File: config.mk
export PLATFORM = sky130hd
export DESIGN_NAME = result_tx_sequencer
export DESIGN_NICKNAME = d
export VERILOG_FILES = /design/src/rtl/result_tx_pkg.sv /design/src/rtl/result_fifo.sv /design/src/rtl/result_tx_sequencer.sv
export SDC_FILE = /design/constraint.sdc
export NUM_CORES = 1
export LEC_CHECK = 0
export BUFFER_PORTS_ARGS = -buffer_cell sky130_fd_sc_hd__clkbuf_2
export CORE_MARGIN = 2
export CORE_UTILIZATION = 60
export DETAILED_ROUTE_END_ITERATION = 12
export MAX_ROUTING_LAYER = met4
export PLACE_DENSITY = 0.8
export RECOVER_POWER = 50
export SYNTH_ARGS = -nofsm -noshare
export SYNTH_HDL_FRONTEND = slang
export SYNTH_SLANG_ARGS = --single-unit
File: constraint.sdc
create_clock -name clk -period 5.3 [get_ports clk]
set_input_delay 1.06 -clock clk [delete_from_list [all_inputs] [get_ports clk]]
set_output_delay 1.06 -clock clk [all_outputs]
set_load 0.02 [all_outputs]
File: src/rtl/result_tx_pkg.sv
// Shared types and helpers for the result-to-UART byte sequencer.
// The header helper is only used when RESULT_TX_HEADER_EN is defined.
package result_tx_pkg;

    typedef enum logic [1:0] {
        ST_IDLE,
        ST_HDR,
        ST_BYTE,
        ST_POP
    } tx_state_e;

    localparam logic HDR_MARK     = 1'b1;
    localparam int   HDR_MARK_POS = 7;
    localparam int   HDR_CH_LSB   = 4;
    localparam int   HDR_CH_W     = 3;
    localparam int   HDR_LEN_LSB  = 0;
    localparam int   HDR_LEN_W    = 4;

    function automatic int bytes_of(input int data_w);
        return (data_w + 7) / 8;
    endfunction

    // Header byte layout: marker, channel index, byte count of the word.
    function automatic logic [7:0] hdr_byte(input logic [HDR_CH_W-1:0] ch, input int nbytes);
        logic [7:0] h;
        h = '0;
        h[HDR_MARK_POS]                 = HDR_MARK;
        h[HDR_CH_LSB +: HDR_CH_W]       = ch;
        h[HDR_LEN_LSB +: HDR_LEN_W]     = HDR_LEN_W'(nbytes);
        return h;
    endfunction

endpackage

File: src/rtl/result_fifo.sv
// Per-channel synchronous FIFO; a push into a full FIFO is accepted only
// when a pop happens in the same cycle.
module result_fifo #(
    parameter int DATA_W = 8,
    parameter int DEPTH  = 4
) (
    input  logic              clk,
    input  logic              rst,
    input  logic              push,
    input  logic              pop,
    input  logic [DATA_W-1:0] din,
    output logic [DATA_W-1:0] dout,
    output logic              full,
    output logic              empty
);
    localparam int AW = $clog2(DEPTH);

    logic [DATA_W-1:0] mem [DEPTH];
    logic [AW-1:0]     wr_ptr, rd_ptr;
    logic [AW:0]       count;
    logic              do_push, do_pop;

    assign empty   = (count == '0);
    assign full    = (count == (AW+1)'(DEPTH));
    assign do_pop  = pop && !empty;
    assign do_push = push && (!full || do_pop);
    assign dout    = mem[rd_ptr];

    always_ff @(posedge clk or negedge rst) begin
        if (!rst) begin
            wr_ptr <= '0;
            rd_ptr <= '0;
            count  <= '0;
        end else begin
            if (do_push) wr_ptr <= wr_ptr + 1'b1;
            if (do_pop)  rd_ptr <= rd_ptr + 1'b1;
            case ({do_push, do_pop})
                2'b10:   count <= count + 1'b1;
                2'b01:   count <= count - 1'b1;
                default: ;
            endcase
        end
    end

    always_ff @(posedge clk) begin
        if (do_push) mem[wr_ptr] <= din;
    end

endmodule

File: src/rtl/result_tx_sequencer.sv
// Captures per-channel result words, sends them in strict channel order as an
// AXI-stream byte master. Define RESULT_TX_HEADER_EN to prefix a header byte.
module result_tx_sequencer
    import result_tx_pkg::*;
#(
    parameter int DATA_W    = 8,
    parameter int NUM_CH    = 2,
    parameter int DEPTH     = 4,
    parameter int GATE_CH   = 1,
    parameter int MSB_FIRST = 1
) (
    input  logic                     clk,
    input  logic                     rst,
    input  logic [NUM_CH-1:0]        done,
    input  logic [NUM_CH*DATA_W-1:0] data,
    input  logic                     send,
    output logic [7:0]               m_axis_tdata,
    output logic                     m_axis_tvalid,
    input  logic                     m_axis_tready,
    output logic [NUM_CH-1:0]        overflow,
    output logic                     busy
);
    localparam int BYTES = bytes_of(DATA_W);
    localparam int PAD_W = BYTES * 8;
    localparam int PTR_W = (NUM_CH > 1) ? $clog2(NUM_CH) : 1;
    localparam int BI_W  = (BYTES > 1) ? $clog2(BYTES) : 1;

    logic [NUM_CH-1:0]             full, empty, pop;
    logic [NUM_CH-1:0][DATA_W-1:0] head;

    for (genvar k = 0; k < NUM_CH; k++) begin : g_ch
        result_fifo #(.DATA_W(DATA_W), .DEPTH(DEPTH)) u_fifo (
            .clk   (clk),
            .rst   (rst),
            .push  (done[k]),
            .pop   (pop[k]),
            .din   (data[k*DATA_W +: DATA_W]),
            .dout  (head[k]),
            .full  (full[k]),
            .empty (empty[k])
        );
    end

    tx_state_e        state;
    logic [PTR_W-1:0] ptr;
    logic [BI_W-1:0]  bidx;
    logic             released;
    logic             send_s0, send_s1, send_d;

    logic [DATA_W-1:0] cur_word;
    logic              cur_empty, gated, send_rise, go, last, hs;
    logic [PTR_W-1:0]  next_ptr;

    function automatic logic [7:0] byte_sel(input logic [DATA_W-1:0] w, input int i);
        logic [PAD_W-1:0] p;
        int               j;
        p = PAD_W'(w);
        j = (MSB_FIRST != 0) ? (BYTES - 1 - i) : i;
        return p[j*8 +: 8];
    endfunction

    always_comb begin
        cur_word  = '0;
        cur_empty = 1'b1;
        pop       = '0;
        for (int k = 0; k < NUM_CH; k++) begin
            if (ptr == PTR_W'(k)) begin
                cur_word  = head[k];
                cur_empty = empty[k];
                pop[k]    = (state == ST_POP);
            end
        end
    end

    assign gated     = (int'(ptr) >= GATE_CH);
    assign send_rise = send_s1 && !send_d;
    // A send edge arriving in the same cycle as a non-empty gated head releases it immediately.
    assign go        = (state == ST_IDLE) && !cur_empty && (!gated || released || send_rise);
    assign last      = (int'(bidx) == BYTES - 1);
    assign hs        = m_axis_tvalid && m_axis_tready;
    assign next_ptr  = (int'(ptr) == NUM_CH - 1) ? '0 : ptr + 1'b1;

    always_ff @(posedge clk or negedge rst) begin
        if (!rst) begin
            send_s0 <= 1'b0;
            send_s1 <= 1'b0;
            send_d  <= 1'b0;
        end else begin
            send_s0 <= send;
            send_s1 <= send_s0;
            send_d  <= send_s1;
        end
    end

    // A full FIFO that pops in the same cycle takes the push, so it is not an overflow.
    always_ff @(posedge clk or negedge rst) begin
        if (!rst) overflow <= '0;
        else      overflow <= overflow | (done & full & ~pop);
    end

    always_ff @(posedge clk or negedge rst) begin
        if (!rst) begin
            state         <= ST_IDLE;
            ptr           <= '0;
            bidx          <= '0;
            released      <= 1'b0;
            busy          <= 1'b0;
            m_axis_tdata  <= '0;
            m_axis_tvalid <= 1'b0;
        end else begin
            // Edges only count while parked on a gated channel; one edge = one word.
            if (state == ST_IDLE && gated && send_rise) released <= 1'b1;
            case (state)
                ST_IDLE: begin
                    if (go) begin
                        released      <= 1'b0;
                        busy          <= 1'b1;
                        bidx          <= '0;
                        m_axis_tvalid <= 1'b1;
`ifdef RESULT_TX_HEADER_EN
                        m_axis_tdata  <= hdr_byte(HDR_CH_W'(ptr), BYTES);
                        state         <= ST_HDR;
`else
                        m_axis_tdata  <= byte_sel(cur_word, 0);
                        state         <= ST_BYTE;
`endif
                    end
                end
`ifdef RESULT_TX_HEADER_EN
                ST_HDR: begin
                    if (hs) begin
                        m_axis_tdata <= byte_sel(cur_word, 0);
                        state        <= ST_BYTE;
                    end
                end
`endif
                ST_BYTE: begin
                    if (hs) begin
                        if (last) begin
                            m_axis_tvalid <= 1'b0;
                            state         <= ST_POP;
                        end else begin
                            bidx         <= bidx + 1'b1;
                            m_axis_tdata <= byte_sel(cur_word, int'(bidx) + 1);
                        end
                    end
                end
                ST_POP: begin
                    ptr   <= next_ptr;
                    busy  <= 1'b0;
                    state <= ST_IDLE;
                end
                default: state <= ST_IDLE;
            endcase
        end
    end

endmodule

### Yosys cells after proc, flatten, opt, wreduce, memory -nomap -nowiden

Memories as Yosys holds them, arrays and structs flattened.
Cells that the tools add are included.

* register bits: 34
* bits in latches: 0
* RAM bits: 64
* ROM bits: 0
* bits of input ports: 22
* logic and storage cells: 113
* memories kept: 2

Memories
* g_ch[0].u_fifo.mem: words 4, bits a word 8, rd ports 1, clocked after memory_dff 0, write ports 1, line result_fifo.sv:18 `logic [DATA_W-1:0] mem [DEPTH];`
* g_ch[1].u_fifo.mem: words 4, bits a word 8, rd ports 1, clocked after memory_dff 0, write ports 1, line result_fifo.sv:18

* add/sub/neg operators: 12
* $mul: 0
* divide/modulo/power cells: 0
* order comparisons: 1
* equal/unequal tests: 12
* shift operators: 1
* mux-type cells: 31
* bitwise gates (word level): 4
* reduce and logical (&&, ||, !) cells: 33

Operator list (count)
* 8-bit 2-to-1 mux: 4
* 1-bit 2-to-1 mux: 17
* 8-bit one-hot mux with 2 select lines: 1
* 3-bit one-hot mux with 2 select lines: 2
* 1-bit logical AND: 10
* 2-bit by 1-bit adder with 2-bit output (second input constant): 4
* 2-bit == test (second input constant): 4
* 2-bit != test (second input constant): 4
* 4-bit AND reduction: 2
* 2-bit nonzero test: 4
* 8-bit by 6-bit variable part select with 8-bit output: 1
* 1-bit zero test: 7
* 3-bit by 1-bit adder with 3-bit output (second input constant): 2
* 3-bit == test (second input constant): 2
* 3-bit zero test: 2
* 2-bit 2-to-1 mux: 3
* 1-bit one-hot mux with 2 select lines: 3
* 3-bit AND reduction: 2
* 3-bit by 1-bit subtractor with 3-bit output (second input constant): 2
* 2-bit AND: 2
* 2-bit by 1-bit == test with 1-bit output (second input constant): 2
* 1-bit logical OR: 4
* 2-bit one-hot mux with 2 select lines: 1
* 1-bit by 2-bit subtractor with 3-bit output (first input constant): 1
* 7 further kinds: 8

### Longest topological paths before layout

Gate-level depths: netlist of the first run.

* word-level depth: 7
* depth in mapped cells: 10

### By module

A second synthesis of the first run with hierarchy kept.

* cell total of the unflattened synthesis: 226
* area, all modules: 4020.1 um2

By module, submodules not included
* result_fifo: times used 2, cells an instance 80, area each 1587.8 um2, sequential area each 1136.1 um2
* result_tx_sequencer: times used 1, cells an instance 66, area each 844.6 um2, sequential area each 475.5 um2

### Worst setup path before layout of the first run

OpenSTA, ideal clock, no wires.

* kind: input-to-reg
* start point: in done[0]
* end point: reg g_ch[0].u_fifo.count[2]
* arrival: 2.227 ns
* required time: 5.221 ns
* setup slack: 2.994 ns
* stages: 8
* buffers on the path: 0
* cells stage by stage: and2_1 inv_1 ha_1 inv_1 fa_1 xor2_1 nor2_1 xor2_1

* longest elaborated chain between the ends: 3
* elaborated cells on any way between the ends: 5
* classes of those cells: eq/ne: 2; mux: 1; reduce/logical: 2

RTL lines
* start, declared: line result_tx_sequencer.sv:14 `input logic [NUM_CH-1:0] done,`
* 1-bit logical AND (*): line result_fifo.sv:26 `assign do_push = push && (!full || do_pop);`
* 2-bit by 1-bit == test with 1-bit output / 2-bit == test (equally long branches): line result_fifo.sv:37 `case ({do_push, do_pop})`
* 3-bit one-hot mux with 2 select lines / 2-bit nonzero test (equally long branches)
* end signal, assigned: line result_fifo.sv:38 `2'b10: count <= count + 1'b1;`
* end signal, assigned: line result_fifo.sv:39 `2'b01: count <= count - 1'b1;`
* end, declared: line result_fifo.sv:20 `logic [AW:0] count;`

Every way passes the cells marked *; elsewhere a longest branch is shown, timed or not.
A chain may end at the register's enable or synchronous reset.

### Final worst setup path of the first run

* start point: reg ptr
* end point: reg g_ch[0].u_fifo.count[2]

* longest elaborated chain between the ends: 6
* elaborated cells on any way between the ends: 8
* classes of those cells: eq/ne: 2; mux: 2; reduce/logical: 4

RTL lines
* start, declared: line result_tx_sequencer.sv:45 `logic [PTR_W-1:0] ptr;`
* start signal, assigned: line result_tx_sequencer.sv:149 `ptr <= next_ptr;`
* 1-bit 2-to-1 mux (*): line result_tx_sequencer.sv:67 `if (ptr == PTR_W'(k)) begin`
* 1-bit logical AND (*): line result_fifo.sv:25 `assign do_pop = pop && !empty;`
* 1-bit logical OR: line result_fifo.sv:26
* 1-bit logical AND: line result_fifo.sv:26
* 2-bit by 1-bit == test with 1-bit output / 2-bit == test (equally long branches): line result_fifo.sv:37
* 3-bit one-hot mux with 2 select lines / 2-bit nonzero test (equally long branches)

Marks and branches as above.

==> run_results.csv, run 1 <==
group,metric,value,unit
synthesis,synth_mux_area_frac,0.1234,
synthesis,syn_nets,271,
sta,max_clock_freq,0.3924,GHz
power_and_ir_drop,pwr_density_cell,559.3,nW/um^2
die,die_w,85.82,microns
drt,routedWlPerCell,18.23,microns
setup_path,ff2ff_path_depth,10,
setup_path,rrSetupSlack,2.75,ns
clocking,cts_inserted_buffers,9,
drt,dr.pass1.iters,8,
die,io_pins,34,
worst_hold_path,hold_path_class,"flip-flop to flip-flop",
sta,worst_pin_slew,1.811,ns
clocking,htreeDepth,3,
setup_path,r2r_end,"g_ch[0].u_fifo.count[2]",
synthesis,synth_top_family_by_area,"multiplexers",
drt,wirelength,6470,microns
setup_path,cp-start-kind,"flip-flop",
drt,drc,1,
clocking,postCtsSetupBuffers,0,
synthesis,yosys.area_share.xor_xnor,0.02617,
layout,design_area,4390,sq um
synthesis,avgSynthCellArea,16.95,sq um
drt,routed_via_density,5.566,
layout,fin_nets,307,
synthesis,synth_compound_area_frac,0.04019,
die,dieArea,7364,sq um
clocking,ctsHoldBuffers,0,
sta,grt_setup_unrepaired,"no",
grt,grt_pass1_vias,2033,
place,dpl.cell_count,339,
layout,area_delta_synth_final,9.315,%
sta,period_share,0.4808,
sta,finClkSkew,0.01045,ns
run_status,violations,"DRC, capacitance limit, slew limit",
sta,hold_violations,0,
synthesis,ys_seq_elements,97,
die,std_cell_rows,29,
sta,slew_headroom,-0.2074,
grt,grt_max_degree,34,
power_and_ir_drop,p_leak,1.700,nW
power_and_ir_drop,ir_drop,0.2927,mV
clocking,tritoncts,"yes",
layout,n_antenna_cell,0,
synthesis,syn_area,4016,sq um
drt,drtIter0Drc,129,
synthesis,yosys.cell_types.count,37,
clocking,ctsResizeCount,0,
clocking,cts.sinks,97,
synthesis,ys_seq_area_frac,0.6841,
die,die_h,85.82,microns
place,post_dp_cell_area,4215,sq um
setup_path,crit_path_start,"ptr",
synthesis,ys_top_cells_by_area,"edfxtp_1 (48%), dfrtp_1 (21%), mux2i_1 (4.5%), mux4_2 (4.5%), ha_1 (3.1%)",
synthesis,synthCells,237,
clocking,clockRootBuffer,"clkbuf_8",
die,initial_utilization,0.6254,
run_status,status,"finished with violations",
setup_path,endpoint_kind,"flip-flop",
grt,grt.overflow.total,0,
grt,track_usage,0.1999,
layout,finalNonFillerCells,355,
drt,vias,1976,
sta,finalSetupViolCount,0,
grt,grt_pass1_wl,10460,microns
synthesis,synth_top_area_share,0.4785,
grt,antenna_found_initial,0,
synthesis,synthSimpleGateAreaFrac,0.05826,
layout,fillCellCount,460,
setup_path,cp_max_fo,16,
place,finalWeightedCongestion,0.7857,
die,coreArea,6422,sq um
place,hpwl,4444,microns
place,numPortBuffers,33,
setup_path,crit_type,"flip-flop to flip-flop",
synthesis,ys_warn_count,0,
synthesis,synth-main-ff-cell,"edfxtp_1",
sta,maxSlewViolCount,34,
sta,period_needed,2.548,ns
setup_path,crit_end,"g_ch[0].u_fifo.count[2]",
flow_run,maxCapViolCount,1,
clocking,clockBufferDepth,2,
synthesis,synth_edf_count,64,
layout,drive_gt1_frac,0.2014,
synthesis,synth-adder-area-share,0.04112,
layout,final_util,0.6836,
clocking,clk_latency,0.35,ns
synthesis,yosys.area.top_type,"edfxtp_1",
clocking,path_clk_slew,0.09,ns
drt,antenna_left,0,
setup_path,required,5.58,ns
synthesis,synthArstFlopShare,0.3402,
setup_path,arrival,2.83,ns
sta,setup_tns,0,ns
setup_path,worst_r2r_startpoint,"ptr",
[flip-flops by register name (all words and copies together), names as in the netlist, 2 cells and up]
name                count
g_ch.u_fifo.count       6
g_ch.u_fifo.mem        64
g_ch.u_fifo.rd_ptr      4
g_ch.u_fifo.wr_ptr      4
m_axis_tdata            8
overflow                2
state                   2
[critical path, cell delays in order, from the launching register on]
cell and delay [ns]:
dfrtp_1 0.68, nand3b_1 0.26, nand3_1 0.17, and2_1 0.24
inv_1 0.07, ha_1 0.18, inv_1 0.07, fa_1 0.39
xor2_1 0.15, nor2_1 0.12, xor2_1 0.15
[synth_stat cells, drive strengths merged (3+ instances only)]
| library cell | count |
|---|---|
| edfxtp | 64 |
| dfrtp | 33 |
| mux2i | 18 |
| nand2 | 14 |
| inv | 12 |
| ha | 10 |
| mux2 | 10 |
| and3 | 9 |
| mux4 | 8 |
| nor2 | 8 |
| o221ai | 8 |
| xnor2 | 6 |
| xor2 | 6 |
| buf | 4 |
| nand3 | 3 |
[per-stage QoR]
| step | worst slack (ns) | hold WS [ns] | total power, W |
|---|---|---|---|
| global route | 2.603 | 0.3750 | 0.002600 |
| detailed placement | 2.721 | 0.3370 | 0.002017 |
| CTS | 2.769 | 0.3577 | 0.002481 |
| floorplan | 2.994 | 0.3312 | 0.001818 |
| global placement | 2.820 | 0.3343 | 0.001980 |
| finish | 2.752 | 0.3563 | 0.002455 |
[per-layer routing]
layer	vias up	wire length (microns)	track usage
met5	-	0	-
met4	0	86	0.06494
met3	7	189	0.04620
met2	29	3199	0.2905
met1	991	2995	0.2857
li1	949	-	-
[power breakdown]
part / internal, W / switching, W / leakage, nW
registers: 0.00103 / 0.000193 / 0.973
logic: 0.000378 / 0.000381 / 0.642
clock network: 0.000219 / 0.000253 / 0.0847
[logic make-up (layout without fill, tap and decap cells)]
kind of cell | count (synthesis) | count (layout)
simple gates | 45 | 45
flops | 97 | 97
xor+xnor | 12 | 12
mux | 36 | 36
fa+ha+maj | 12 | 12
compound gates | 15 | 15
buf+inv | 20 | 61
[layout by cell type, fill, tap and decap left out, types with 9 or more instances in the layout]
cell	synthesis	layout
edfxtp_1	64	64
dfrtp_1	33	33
ha_1	10	10
clkbuf_1	2	18
clkbuf_2	0	16
inv_1	12	12
nand2_1	14	14
mux2i_1	18	18
clkbuf_8	0	9
and3_1	9	9
[worst min path at each step]
stage | start | endpoint | slack, ns | cells after the start
2_1_floorplan | send_s0 | send_s1 | 0.33 | 0
3_3_place_gp | send_s0 | send_s1 | 0.33 | 0
3_5_place_dp | send_s0 | send_s1 | 0.34 | 0
4_1_cts | send_s0 | send_s1 | 0.36 | 0
5_1_grt | send_s0 | send_s1 | 0.38 | 0
6_report | send_s0 | send_s1 | 0.36 | 0
[cell type report]
| type | count | area [sq um] | share of cell area |
|---|---|---|---|
| Sequential cell | 97 | 2748 | 0.6258 |
| Multi-Input combinational cell | 120 | 1161 | 0.2645 |
| Timing Repair Buffer | 33 | 143.9 | 0.03277 |
| Clock buffer | 10 | 127.6 | 0.02907 |
| Tap cell | 77 | 96.34 | 0.02194 |
| Clock inverter | 6 | 68.82 | 0.01567 |
| Inverter | 12 | 45.04 | 0.01026 |
No activity file was read; power rests on OpenSTA's default activity.
==> run 2: changes to the inputs <==
--- a/config.mk
+++ b/config.mk
@@ -7,10 +7,10 @@
 export LEC_CHECK = 0
 export BUFFER_PORTS_ARGS = -buffer_cell sky130_fd_sc_hd__clkbuf_2
 export CORE_MARGIN = 2
-export CORE_UTILIZATION = 60
+export CORE_UTILIZATION = 59
 export DETAILED_ROUTE_END_ITERATION = 12
 export MAX_ROUTING_LAYER = met4
-export PLACE_DENSITY = 0.8
+export PLACE_DENSITY = 0.79
 export RECOVER_POWER = 50
 export SYNTH_ARGS = -nofsm -noshare
 export SYNTH_HDL_FRONTEND = slang
==> constraint.sdc (replaced) <==
create_clock -name clk -period 2.55 [get_ports clk]
set_input_delay 0.51 -clock clk [delete_from_list [all_inputs] [get_ports clk]]
set_output_delay 0.51 -clock clk [all_outputs]
set_load 0.02 [all_outputs]
==> run 2 against run 1 <==
Clock power increased by 110%. Cell count grew 2.0%. Register-to-register slack got worse by 2.4 ns. Sequential share of layout area is 0.44 points lower. Critical path depth unchanged. Power grew 110%. Clock skew is 0.0030 ns lower. Utilization fell by 2.2 points. The run ends with capacitance limit, slew limit left. Setup slack got worse by 2.4 ns. Combinational power increased by 120%. Sequential cell count is the same.
==> run_results.csv, run 2 (synthesized netlist as in run 1, its figures left out) <==
group,metric,value,unit
layout,fillCellCount,471,
run_status,violations,"capacitance limit, slew limit",
sta,slew_headroom,-0.1529,
power_and_ir_drop,p_leak,1.727,nW
drt,wirelength,6272,microns
die,io_pins,34,
place,post_dp_cell_area,4249,sq um
drt,antenna_left,0,
power_and_ir_drop,p_sw,0.001715,W
sta,setup_tns,0,ns
sta,finClkSkew,0.007444,ns
drt,routedWlPerCell,17.33,microns
grt,grtUsageMet1,0.2564,
layout,largest_reg_flops,64,
grt,gr-usage-met3,0.03143,
drt,drtIter0Drc,78,
layout,final_cell_mix,"edfxtp_1 (64), dfrtp_1 (33), mux2i_1 (18), clkbuf_1 (18), clkbuf_2 (16)",
setup_path,cp_max_fo,6,
power_and_ir_drop,pwr-share-clk,0.190,
flow_run,maxCapViolCount,1,
setup_path,arrival,2.53,ns
layout,drive_gt1_frac,0.2092,
setup_path,crit_family,"simple AND/OR/NAND/NOR gates",
clocking,ctsHoldBuffers,0,
place,dpl_worst_slack,0.3465,ns
sta,finalSetupViolCount,0,
drt,drc,0,
die,die_w,86.51,microns
power_and_ir_drop,ir_drop,0.5029,mV
grt,grt_pass1_wl,10320,microns
power_and_ir_drop,p_comb_frac,0.329,
worst_hold_path,hold_path_class,"primary input to flip-flop",
run_status,status,"finished with violations",
setup_path,crit_buf_inv,2,
clocking,clk_latency,0.36,ns
sta,period_needed,2.236,ns
grt,grt_pass1_vias,2068,
drt,dr.pass1.iters,4,
layout,reg_top3,"g_ch.u_fifo.mem x64, m_axis_tdata x8, g_ch.u_fifo.count x6",
layout,register_area,2748,sq um
place,hpwl,4284,microns
power_and_ir_drop,swShare,0.3335,
clocking,postCtsSetupBuffers,0,
power_and_ir_drop,internal_power,0.003427,W
die,coreArea,6681,sq um
clocking,cts_inserted_buffers,9,
place,finalWeightedCongestion,0.7036,
place,numPortBuffers,33,
setup_path,required,2.84,ns
clocking,clockBufferDepth,2,
power_and_ir_drop,p_seq_frac,0.480,
grt,grt-busiest-layer,"met2",
grt,grt_max_degree,34,
clocking,htreeDepth,3,
layout,n_antenna_cell,0,
sta,maxSlewViolCount,34,
clocking,path_clk_slew,0.09,ns
die,std_cell_rows,30,
setup_path,crit_type,"flip-flop to flip-flop",
layout,fin_nets,311,
die,initial_utilization,0.6011,
clocking,cts.sinks,97,
drt,routed_via_density,5.533,
sta,period_share,0.8770,
sta,hold_violations,0,
clocking,ctsResizeCount,0,
drt,vias,2003,
layout,multi_input_area,1161,sq um
layout,regMostFlops,"g_ch.u_fifo.mem",
setup_path,endpoint_kind,"flip-flop",
layout,layout_commonest_cell,"edfxtp_1",
clocking,tritoncts,"yes",
sta,grt_setup_unrepaired,"no",
setup_path,cpPeakStageDelay,0.47,ns
grt,grt.overflow.total,0,
sta,worst_pin_slew,1.729,ns
power_and_ir_drop,pwr_density_cell,1163,nW/um^2
grt,antenna_found_initial,0,
sta,max_clock_freq,0.4472,GHz
layout,final_util,0.6618,
layout,area_delta_synth_final,10.09,%
setup_path,path_cells,"nand3b_1, nand3_1, and2_1, inv_1, ha_1, inv_1, fa_1, xor2_1, nor2_1, xor2_1",
sta,setup_ws,0.3137,ns
die,dieArea,7483,sq um
clocking,clockRootBuffer,"clkbuf_8",
setup_path,cp_slowest_cell,"dfrtp_1",
die,die_h,86.51,microns
grt,track_usage,0.1968,
layout,design_area,4422,sq um
setup_path,cp-start-kind,"flip-flop",
grt,met2_usage,0.2972,
==> run 2: cell count changes in the layout (fill, tap and decap cells not counted) <==
cell,change
clkinv_1,+1
clkinvlp_4,-2
buf_4,+4
inv_6,+2
clkinv_4,-1
==> run 2: through the flow <==
step	std cells	power, W	hold slack, ns
floorplan	237	0.003779	0.2144
global placement	346	0.004156	0.3331
detailed placement	346	0.004220	0.3347
CTS	362	0.005205	0.2389
global route	362	0.005466	0.2320
finish	362	0.005143	0.2502
==> run 2: worst register-to-register path, delay by kind of cell, from the launching register on <==
kind          cells  cell delay (ns)
flops             1             0.47
buf+inv           2             0.13
fa+ha+maj         2             0.56
xor+xnor          2             0.30
simple gates      4             0.71
==> run 2: layer usage <==
metal,share of wire,up-vias
met5,0,-
met4,0.025,0
met3,0.031,14
met2,0.50,40
met1,0.44,990
li1,-,959
==> run 2: cell type report <==
| cell class | instances | area share |
|---|---|---|
| Multi-Input combinational cell | 120 | 0.2626 |
| Clock inverter | 6 | 0.01500 |
| Clock buffer | 10 | 0.02886 |
| Inverter | 12 | 0.01019 |
| Tap cell | 80 | 0.02264 |
| Sequential cell | 97 | 0.6214 |
| Timing Repair Buffer | 37 | 0.03933 |
==> run 2: worst paths after layout <==
path	from	to	slack, ns	cells after the start
max	state[0]	g_ch[0].u_fifo.count[2]	0.31	10
max in group asynchronous	rst	g_ch[1].u_fifo.rd_ptr[0]	0.96	1
max reg2reg	state[0]	g_ch[0].u_fifo.count[2]	0.31	10
min in group asynchronous	rst	m_axis_tdata[7]	0.58	1
min reg2reg	send_s0	send_s1	0.35	0
min	send	send_s0	0.25	1
==> run 2: power by group through the flow <==
stage | registers, W | logic (W) | clock network (W)
2_1_floorplan | 0.00249 | 0.00129 | 0
3_3_place_gp | 0.00249 | 0.00167 | 0
3_5_place_dp | 0.00251 | 0.00171 | 0
4_1_cts | 0.00248 | 0.00173 | 0.000996
5_1_grt | 0.00253 | 0.00187 | 0.00106
6_report | 0.00247 | 0.00169 | 0.000979
==> run 3: changes to the inputs <==
--- a/config.mk
+++ b/config.mk
@@ -6,11 +6,13 @@
 export NUM_CORES = 1
 export LEC_CHECK = 0
 export BUFFER_PORTS_ARGS = -buffer_cell sky130_fd_sc_hd__clkbuf_2
+export CELL_PAD_IN_SITES_DETAIL_PLACEMENT = 0
+export CELL_PAD_IN_SITES_GLOBAL_PLACEMENT = 1
 export CORE_MARGIN = 2
-export CORE_UTILIZATION = 59
+export CORE_UTILIZATION = 50
 export DETAILED_ROUTE_END_ITERATION = 12
 export MAX_ROUTING_LAYER = met4
-export PLACE_DENSITY = 0.79
+export PLACE_DENSITY_LB_ADDON = 0.1
 export RECOVER_POWER = 50
 export SYNTH_ARGS = -nofsm -noshare
 export SYNTH_HDL_FRONTEND = slang
==> run 3 against run 2 <==
The flow still finishes with violations (capacitance limit, slew limit). Die area up 17%. Sequential cell count is the same. Utilization down 9.2 points. Critical path depth unchanged. Non-clock buffer count increased by 1. Final area increased by 0.11%. Critical endpoint unchanged. Largest cell class unchanged. Largest power group unchanged. Highest routed layer unchanged.
==> run_results.csv, run 3 (synthesized netlist as in run 1, its figures left out) <==
group,metric,value,unit
sta,period_needed,2.223,ns
place,dpl_worst_slack,0.3393,ns
run_status,violations,"capacitance limit, slew limit",
power_and_ir_drop,pwr_density_cell,1132,nW/um^2
layout,fin_nets,312,
grt,antenna_found_initial,0,
drt,drc,0,
grt,met2_usage,0.2566,
die,io_pins,34,
drt,dr.pass1.iters,4,
drt,routedWlPerCell,16.59,microns
clocking,postCtsSetupBuffers,0,
sta,setup_tns,0,ns
flow_run,maxCapViolCount,1,
drt,drtIter0Drc,65,
worst_hold_path,min_from,"send",
run_status,status,"finished with violations",
place,numPortBuffers,33,
drt,vias,1988,
clocking,path_clk_slew,0.09,ns
die,die_h,93.63,microns
setup_path,endpoint_kind,"flip-flop",
drt,antenna_left,0,
power_and_ir_drop,ir_drop,0.4094,mV
setup_path,crit_type,"flip-flop to flip-flop",
place,finalWeightedCongestion,0.7662,
drt,wirelength,6387,microns
clocking,cts_inserted_buffers,9,
die,dieArea,8766,sq um
layout,reg_top3,"g_ch.u_fifo.mem x64, m_axis_tdata x8, g_ch.u_fifo.count x6",
grt,grt_max_degree,34,
layout,area_delta_synth_final,10.22,%
die,std_cell_rows,32,
setup_path,crit_path_start,"ptr",
sta,grt_setup_unrepaired,"no",
layout,largest_reg_flops,64,
layout,n_antenna_cell,0,
sta,slew_headroom,-0.2250,
grt,grt_pass1_vias,2037,
place,dpl.cell_count,369,
sta,max_clock_freq,0.4498,GHz
grt,gr-usage-met3,0.02820,
drt,routed_via_density,5.164,
grt,grt-busiest-layer,"met2",
setup_path,required,2.83,ns
worst_hold_path,hold_path_class,"primary input to flip-flop",
clocking,clockBufferDepth,2,
layout,finalNonFillerCells,385,
layout,drive_gt1_frac,0.2120,
sta,period_share,0.8719,
layout,final_cell_mix,"edfxtp_1 (64), dfrtp_1 (33), clkbuf_1 (19)",
grt,grt.overflow.total,0,
sta,hold_violations,0,
die,coreArea,7767,sq um
clocking,ctsResizeCount,0,
setup_path,worst_r2r_startpoint,"ptr",
power_and_ir_drop,p_leak,1.728,nW
setup_path,cp_max_fo,6,
sta,setup_ws,0.3266,ns
layout,layout_commonest_cell,"edfxtp_1",
grt,grtUsageMet1,0.2262,
clocking,clk_latency,0.35,ns
sta,maxSlewViolCount,34,
setup_path,cp-start-kind,"flip-flop",
clocking,htreeDepth,3,
setup_path,arrival,2.50,ns
sta,finClkSkew,0.008780,ns
sta,worst_pin_slew,1.838,ns
grt,track_usage,0.1692,
clocking,tritoncts,"yes",
place,hpwl,4303,microns
clocking,clockRootBuffer,"clkbuf_8",
die,die_w,93.63,microns
sta,whs,0.2650,ns
grt,grt_pass1_wl,10450,microns
clocking,ctsHoldBuffers,0,
sta,finalSetupViolCount,0,
clocking,cts.sinks,97,
die,initial_utilization,0.5171,
layout,regMostFlops,"g_ch.u_fifo.mem",
[run 3: changes by cell type in the layout (fill, tap and decap cells not counted), sizes merged]
cell	change
clkinvlp	-2
buf	+1
bufinv	-1
clkinv	+4
inv	-2
clkbuf	+1
[run 3: power by group]
| group | internal [W] | switching, W |
|---|---|---|
| sequential | 0.00215 | 0.000310 |
| combinational | 0.000826 | 0.000891 |
| clock | 0.000354 | 0.000486 |
[run 3: layout make-up]
cell class / count / area (sq um)
Clock inverter: 5 / 32.53
Inverter: 12 / 45.04
Clock buffer: 11 / 131.4
Fill cell: 633 / 3341
Multi-Input combinational cell: 120 / 1161
Tap cell: 102 / 127.6
Timing Repair Buffer: 38 / 181.4
Sequential cell: 97 / 2748
[run 3: worst paths after layout]
| path | endpoint | slack (ns) | cells past startpoint |
|---|---|---|---|
| max | g_ch[0].u_fifo.count[2] | 0.33 | 10 |
| min | send_s0 | 0.27 | 1 |
| max reg2reg | g_ch[0].u_fifo.count[2] | 0.33 | 10 |
| min reg2reg | send_s1 | 0.35 | 0 |
| max in group asynchronous | g_ch[1].u_fifo.wr_ptr[0] | 0.84 | 1 |
| min in group asynchronous | m_axis_tdata[2] | 0.65 | 1 |
[run 3: critical path, cell delays in order, from the launching register on]
cell      delay, ns
dfrtp_1        0.48
nand3b_1       0.21
nand3_1        0.15
and2_1         0.23
inv_1          0.07
ha_1           0.17
inv_1          0.06
fa_1           0.38
xor2_1         0.15
nor2_1         0.11
xor2_1         0.14
[run 3: layer usage]
layer	up-vias	wire length, microns
li1	960	-
met1	989	3073
met2	31	3043
met3	8	165
met4	0	104
met5	-	0
[run 3: per-stage QoR]
stage	utilization	total power, W	instance area [sq um]
after floorplan	-	0.003779	4016
after global placement	0.5515	0.004224	4284
after detailed placement	0.5515	0.004247	4284
after CTS	0.5726	0.005096	4448
after global routing	0.5699	0.005359	4427
final	0.5699	0.005012	4427
